$ cat src/rtl/riego_pkg.sv
// Shared encodings for the irrigation sequencer: FSM states, register offsets,
// CTRL/STATUS bit positions and the STATUS word packer.
package riego_pkg;

    typedef enum logic [1:0] {
        IDLE     = 2'd0,
        WAIT_RDY = 2'd1,
        IRRIGATE = 2'd2,
        HOLDOFF  = 2'd3
    } state_t;

    localparam logic [2:0] REG_CTRL      = 3'd0;
    localparam logic [2:0] REG_VALVE_T   = 3'd1;
    localparam logic [2:0] REG_HOLD_T    = 3'd2;
    localparam logic [2:0] REG_TIMEOUT_T = 3'd3;
    localparam logic [2:0] REG_STATUS    = 3'd4;
    localparam logic [2:0] REG_CYCLES    = 3'd5;
    localparam logic [2:0] REG_DBG_TCNT  = 3'd6;
    localparam logic [2:0] REG_DBG_PRESC = 3'd7;

    localparam int unsigned CTRL_START     = 0;
    localparam int unsigned CTRL_AUTO      = 1;
    localparam int unsigned CTRL_ABORT     = 2;
    localparam int unsigned CTRL_CLR_FLAGS = 3;

    localparam int unsigned ST_BUSY  = 2;
    localparam int unsigned ST_DONE  = 3;
    localparam int unsigned ST_TOERR = 4;
    localparam int unsigned ST_RDY   = 5;

    function automatic logic [31:0] status_word(input state_t s, input logic done,
                                                input logic toerr, input logic rdy);
        logic [31:0] w;
        w           = '0;
        w[1:0]      = s;
        w[ST_BUSY]  = (s != IDLE);
        w[ST_DONE]  = done;
        w[ST_TOERR] = toerr;
        w[ST_RDY]   = rdy;
        return w;
    endfunction

endpackage

$ cat src/rtl/riego_tick_gen.sv
// Timing-tick prescaler: counts 0..TICK_DIV-1 and pulses tick at the wrap.
// restart zeroes the count so the next tick lands exactly TICK_DIV clks later.
module riego_tick_gen #(
    parameter int unsigned TICK_DIV = 25000,
    localparam int unsigned PW = (TICK_DIV > 1) ? $clog2(TICK_DIV) : 1
) (
    input  logic          clk,
    input  logic          reset,
    input  logic          restart,
    output logic          tick
`ifdef RIEGO_SCHED_DBG_EN
    ,
    output logic [PW-1:0] count
`endif
);

    logic [PW-1:0] cnt;
    logic          wrap;

    assign wrap = (cnt == PW'(TICK_DIV - 1));
    assign tick = wrap;

`ifdef RIEGO_SCHED_DBG_EN
    assign count = cnt;
`endif

    always_ff @(posedge clk or posedge reset) begin
        if (reset) begin
            cnt <= '0;
        end else if (restart || wrap) begin
            cnt <= '0;
        end else begin
            cnt <= cnt + 1'b1;
        end
    end

endmodule

$ cat src/rtl/perip_riego_sched.sv
// Memory-mapped irrigation sequencer: ESP32 handshake, timed valve pulse, hold-off.
// Optional RIEGO_SCHED_DBG_EN exposes tick counter / prescaler at offsets 6 and 7.
module perip_riego_sched #(
    parameter int unsigned TICK_DIV = 25000,
    parameter int unsigned CNT_W    = 16
) (
    input  logic        clk,
    input  logic        reset,
    input  logic [31:0] d_in,
    input  logic        cs,
    input  logic [31:0] addr,
    input  logic        rd,
    input  logic        wr,
    output logic [31:0] d_out,
    input  logic        ready_from_esp,
    output logic        enable_esp,
    output logic        led_valvula,
    output logic        irq
);
    import riego_pkg::*;

    localparam int unsigned PW = (TICK_DIV > 1) ? $clog2(TICK_DIV) : 1;

    state_t           state, state_nxt;
    logic [CNT_W-1:0] valve_t, hold_t, tmo_t, cycles, tcnt;
    logic [CNT_W-1:0] tcnt_inc, tcnt_view, valve_eff, hold_eff, tmo_eff;
    logic             auto_en, auto_eff, done, toerr, done_nxt, toerr_nxt;
    logic             rdy_meta, rdy_sync;
    logic             wr_en, rd_en, start, abort, clr;
    logic             set_done, set_toerr, inc_cycles;
    logic             tick, restart;
    logic [2:0]       sel;
    logic [31:0]      rdata;
    logic             unused_bits;

    assign wr_en = cs & wr;
    assign rd_en = cs & rd;
    assign sel   = addr[4:2];
    assign unused_bits = &{1'b0, addr[31:5], addr[1:0], d_in};

    assign start = wr_en && (sel == REG_CTRL) && d_in[CTRL_START];
    assign abort = wr_en && (sel == REG_CTRL) && d_in[CTRL_ABORT];
    assign clr   = wr_en && (sel == REG_CTRL) && d_in[CTRL_CLR_FLAGS];

    // Config written this clk is compared immediately, not one clk later.
    assign valve_eff = (wr_en && sel == REG_VALVE_T)   ? d_in[CNT_W-1:0] : valve_t;
    assign hold_eff  = (wr_en && sel == REG_HOLD_T)    ? d_in[CNT_W-1:0] : hold_t;
    assign tmo_eff   = (wr_en && sel == REG_TIMEOUT_T) ? d_in[CNT_W-1:0] : tmo_t;
    assign auto_eff  = (wr_en && sel == REG_CTRL)      ? d_in[CTRL_AUTO] : auto_en;

    assign restart = (state_nxt != state);

`ifdef RIEGO_SCHED_DBG_EN
    logic [PW-1:0] presc_cnt;

    riego_tick_gen #(.TICK_DIV(TICK_DIV)) u_tick (
        .clk     (clk),
        .reset   (reset),
        .restart (restart),
        .tick    (tick),
        .count   (presc_cnt)
    );
`else
    riego_tick_gen #(.TICK_DIV(TICK_DIV)) u_tick (
        .clk     (clk),
        .reset   (reset),
        .restart (restart),
        .tick    (tick)
    );
`endif

    always_comb begin
        tcnt_inc   = (tcnt == '1) ? tcnt : tcnt + 1'b1;
        // Compare against the value the counter takes this edge so an exit
        // coincides with the tick that completes the interval.
        tcnt_view  = tick ? tcnt_inc : tcnt;
        state_nxt  = state;
        set_done   = 1'b0;
        set_toerr  = 1'b0;
        inc_cycles = 1'b0;
        if (abort) begin
            state_nxt = IDLE;
        end else begin
            case (state)
                IDLE: begin
                    if (start) state_nxt = WAIT_RDY;
                end
                WAIT_RDY: begin
                    if (rdy_sync) begin
                        state_nxt = IRRIGATE;
                    end else if (tmo_eff != '0 && tcnt_view >= tmo_eff) begin
                        state_nxt = IDLE;
                        set_toerr = 1'b1;
                    end
                end
                IRRIGATE: begin
                    if (tcnt_view >= valve_eff) state_nxt = HOLDOFF;
                end
                HOLDOFF: begin
                    if (tcnt_view >= hold_eff) begin
                        set_done   = 1'b1;
                        inc_cycles = 1'b1;
                        state_nxt  = auto_eff ? WAIT_RDY : IDLE;
                    end
                end
                default: state_nxt = IDLE;
            endcase
        end
        done_nxt  = set_done  | (done  & ~clr);
        toerr_nxt = set_toerr | (toerr & ~clr);
    end

    always_comb begin
        rdata = '0;
        case (sel)
            REG_CTRL:      rdata[CTRL_AUTO] = auto_en;
            REG_VALVE_T:   rdata = 32'(valve_t);
            REG_HOLD_T:    rdata = 32'(hold_t);
            REG_TIMEOUT_T: rdata = 32'(tmo_t);
            REG_STATUS:    rdata = status_word(state, done, toerr, rdy_sync);
            REG_CYCLES:    rdata = 32'(cycles);
`ifdef RIEGO_SCHED_DBG_EN
            REG_DBG_TCNT:  rdata = 32'(tcnt);
            REG_DBG_PRESC: rdata = 32'(presc_cnt);
`endif
            default:       rdata = '0;
        endcase
    end

    always_ff @(posedge clk or posedge reset) begin
        if (reset) begin
            state       <= IDLE;
            enable_esp  <= 1'b0;
            led_valvula <= 1'b0;
            irq         <= 1'b0;
            tcnt        <= '0;
            valve_t     <= '0;
            hold_t      <= '0;
            tmo_t       <= '0;
            cycles      <= '0;
            auto_en     <= 1'b0;
            done        <= 1'b0;
            toerr       <= 1'b0;
            d_out       <= '0;
            rdy_meta    <= 1'b0;
            rdy_sync    <= 1'b0;
        end else begin
            state       <= state_nxt;
            enable_esp  <= (state_nxt == WAIT_RDY);
            // A zero valve time passes through IRRIGATE without opening the valve.
            led_valvula <= (state_nxt == IRRIGATE) && (valve_eff != '0);
            irq         <= done_nxt | toerr_nxt;
            done        <= done_nxt;
            toerr       <= toerr_nxt;
            rdy_meta    <= ready_from_esp;
            rdy_sync    <= rdy_meta;

            if (restart) begin
                tcnt <= '0;
            end else if (tick) begin
                tcnt <= tcnt_inc;
            end

            if (inc_cycles) cycles <= cycles + 1'b1;

            if (wr_en) begin
                case (sel)
                    REG_CTRL:      auto_en <= d_in[CTRL_AUTO];
                    REG_VALVE_T:   valve_t <= d_in[CNT_W-1:0];
                    REG_HOLD_T:    hold_t  <= d_in[CNT_W-1:0];
                    REG_TIMEOUT_T: tmo_t   <= d_in[CNT_W-1:0];
                    default: ;
                endcase
            end

            if (rd_en) d_out <= rdata;
        end
    end

endmodule
$ cat config.mk
export PLATFORM = sky130hd
export DESIGN_NAME = perip_riego_sched
export DESIGN_NICKNAME = d
export VERILOG_FILES = /design/src/rtl/riego_pkg.sv /design/src/rtl/riego_tick_gen.sv /design/src/rtl/perip_riego_sched.sv
export SDC_FILE = /design/constraint.sdc
export NUM_CORES = 1
export LEC_CHECK = 0
export ABC_CLOCK_PERIOD_IN_PS = 4200
export BUFFER_PORTS_ARGS = -buffer_cell sky130_fd_sc_hd__buf_2
export CAP_MARGIN = 20
export CORE_AREA = 4 4 140 209
export CTS_BUF_LIST = sky130_fd_sc_hd__clkbuf_4 sky130_fd_sc_hd__clkbuf_8
export CTS_CLUSTER_DIAMETER = 80
export DETAILED_ROUTE_END_ITERATION = 6
export DIE_AREA = 0 0 144 213
export GPL_TIMING_DRIVEN = 0
export PLACE_DENSITY = 0.51
export SLEW_MARGIN = 20
export SYNTH_ARGS = -nofsm -noshare
export SYNTH_HDL_FRONTEND = slang
export SYNTH_SLANG_ARGS = --single-unit
export TNS_END_PERCENT = 20
$ cat constraint.sdc
create_clock -name clk -period 4.2 [get_ports clk]
set_input_delay 0.63 -clock clk [delete_from_list [all_inputs] [get_ports clk]]
set_output_delay 0.63 -clock clk [all_outputs]
set_load 0.01 [all_outputs]
==> results.json <==
{
  "die_area_um2": 30700,
  "drt_iter0_markers": 254,
  "totalWireLength_mm": 23.2,
  "status": "completed",
  "antenna_left": 0,
  "stdcell_area_um2": 9270,
  "firstDrtPassIters": 5,
  "leakage_nw": 4.34,
  "place.port_buffers": 43,
  "num_vias": 6238,
  "clk_pin_slew_ns": 0.08,
  "dp_hpwl_mm": 18.2,
  "vias_per_cell": 5.04,
  "tns_ns": 0,
  "hold_ws_ns": 0.135,
  "worstSetupPathType": "reg2reg",
  "period_share": 0.979,
  "worstSetupEndpointType": "flop",
  "start_util": 0.287,
  "drive_gt1_frac": 0.206,
  "post_dp_cell_area_um2": 8580,
  "hold_class": "in2async",
  "syn_area_um2": 7840,
  "pin_count": 105,
  "critPathTopFamily": "simple AND/OR/NAND/NOR gates",
  "ys_seq_area_frac": 0.386,
  "cp.arrival_ns": 4.47,
  "final_max_slew_viol_count": 0,
  "synth_seq_cells": 121,
  "cts.path.max_buffers": 2,
  "cts-root-buf": "clkbuf_8",
  "worst_pin_slew_ns": 0.942,
  "fillCellCount": 2813,
  "ys_top_cells_by_area": "dfrtp_1 39%, mux2i_1 9.8%, ha_1 8.3%, nand2_1 3.4%, nand3_1 3.4%",
  "skew_ns": 0.0206,
  "antenna_found_initial": 0,
  "grt_overflow_total": 0,
  "core_um2": 27300,
  "die_y_um": 213,
  "syn2layout_area_growth_pct": 18.2,
  "cp-start-kind": "flop",
  "cp.buffers_inverters": 3,
  "ys.flop_type": "dfrtp_1",
  "synth_edf_count": 0,
  "row_count": 74,
  "post-route-min-period_ns": 4.11,
  "fin_nets": 1010,
  "max_stage_delay_ns": 0.48,
  "p_per_area_nw_per_um2": 407,
  "cts_buffers": 17,
  "synth_top_cell_by_area": "dfrtp_1",
  "clock_sinks": 121,
  "cp_data_required_time_ns": 4.56,
  "grt_pass1_wl_mm": 35.8,
  "relSlewSlack": 0.370,
  "setup_viol": 0,
  "path_cells": "ha_4 -> and3_1 -> nand4_1 -> buf_4 -> buf_6 -> nor2_2 -> nand2_1 -> o32a_4 -> ha_1 -> and4_4 -> nand4_1 -> or4_4 -> nand3_2 -> nand2_1 -> a221o_1 -> buf_6 -> nor4_4",
  "synthCells": 797,
  "synth_top_area_frac": 0.386,
  "fmax_ghz": 0.243,
  "cp_max_fo": 7,
  "yosys_warnings": 0,
  "crit_slowest_cell": "or4_4",
  "synth.avg_cell_area_um2": 9.84,
  "hold_violations": 0,
  "yosysUniqueCellTypes": 76,
  "htreeDepth": 4,
  "grt_max_degree": 87,
  "grt_use_total": 0.154,
  "postCtsHoldBufs": 0,
  "avgRoutedWirePerCell_um": 18.8,
  "irDropWorstVdd_uv": 212,
  "drv_cap": 0,
  "synth-async-reset-ratio": 1.00,
  "die_w_um": 144,
  "clk_latency_ns": 0.47,
  "drcViolationCount": 0,
  "grt_pass1_vias": 6507,
  "tritoncts": "yes",
  "diodes": 0,
  "place.gp.congestion": 0.860
}
cells by family (layout without fill, tap and decap cells):
logic type      after synthesis  in the layout  share of synthesized area
buf+inv                     103            187                     0.0737
xor+xnor                     37             37                     0.0423
flops                       121            121                      0.386
compound gates              110            110                     0.0970
simple gates                270            270                      0.182
mux                         103            103                      0.136
other cells                   1             16                   0.000478
fa+ha+maj                    52             52                     0.0829
cells in the mapped netlist, types with 3 or more instances:
master,count
buf_2,6
xnor2_1,28
buf_4,17
ha_1,52
o21a_1,3
nor2b_1,5
a21o_1,4
nand3_1,54
and4_1,6
dfrtp_1,121
o21ai_1,12
a221o_1,3
buf_12,3
nor3_1,5
clkbuf_8,4
and2_1,6
a211oi_1,3
a21oi_1,29
a22o_1,9
nand4b_1,4
nand4_1,22
nor4b_1,4
xor2_1,8
a31oi_1,3
a22oi_1,13
mux2_2,12
o22ai_1,5
nand2b_1,4
clkbuf_1,14
o21ai_0,6
nor2_1,40
inv_1,51
and3_1,14
nand2_1,72
mux2_1,14
nor4_1,12
or2_1,3
mux2i_1,77
area by class of cell:
cell class,count,area [um2],share of cell area
inverters,52,203,0.0219
multi-input cells,588,4540,0.490
flip-flops and latches,121,3030,0.327
plain buffers,49,382,0.0412
clock inverters,9,82.6,0.00891
clock buffers,18,241,0.0261
repair buffers,59,355,0.0383
well taps,342,428,0.0462
sequential cells by signal (all words and copies together), names as in the netlist:
| signal | cells |
|---|---|
| cycles | 16 |
| d_out | 16 |
| hold_t | 16 |
| tcnt | 16 |
| tmo_t | 16 |
| valve_t | 16 |
| u_tick.cnt | 15 |
| state | 2 |
| auto_en | 1 |
| done | 1 |
| enable_esp | 1 |
| irq | 1 |
| led_valvula | 1 |
| rdy_meta | 1 |
| rdy_sync | 1 |
| toerr | 1 |
routing by layer:
layer,GRT usage,wire length [um],part of all wire,up-vias
met3,0.0300,775,0.033,46
met2,0.301,13000,0.56,126
met5,0,0,0,-
met1,0.154,8570,0.37,3052
met4,0.0692,886,0.038,0
li1,-,-,-,3014
placed cells by master (no fill, tap or decap), types with 5 or more instances in the layout:
master,n
a21oi_1,29
a22o_1,9
a22oi_1,13
and2_1,6
and3_1,14
buf_2,49
buf_4,32
clkbuf_1,10
clkbuf_8,21
conb_1,16
dfrtp_1,118
ha_1,50
inv_1,50
mux2_1,14
mux2_2,10
mux2i_1,76
nand2_1,72
nand3_1,50
nand4_1,22
nor2_1,38
nor2b_1,5
nor4_1,11
o21ai_0,6
o21ai_1,12
o22ai_1,5
xnor2_1,26
xor2_1,7
final timing paths:
path,slack [ns],cells after the start,end,start
setup / recovery,0.09,17,led_valvula,u_tick.cnt[0]
hold / removal,0.13,2,tmo_t[1],reset
setup reg to reg,0.09,17,led_valvula,u_tick.cnt[0]
hold reg to reg,0.36,0,rdy_sync,rdy_meta
max in group asynchronous,3.32,3,tcnt[10],reset
min in group clk,0.27,1,rdy_meta,ready_from_esp
repair_timing:
action,4_1_cts,5_1_grt
buffers inserted,10,5
gates resized for setup,36,22
pin swaps,7,7
setup endpoints to repair,50,44
through the flow:
stage	util	setup WS, ns	instances	power [mW]
finish	0.339	0.0899	1238	3.77
global route	0.339	-0.0256	1238	3.99
CTS	0.335	0.00786	1234	3.80
detailed placement	0.314	-1.08	1198	2.79
global placement	0.313	-1.46	1197	2.77
floorplan	-	0.234	812	2.38
where the power goes:
group / total (mW) / internal (mW) / leakage [nW] / switching, mW
combinational: 1.37 / 0.593 / 2.59 / 0.773
clock: 0.936 / 0.452 / 0.165 / 0.484
sequential: 1.47 / 1.34 / 1.58 / 0.133
(Power assumes the default switching activity.)
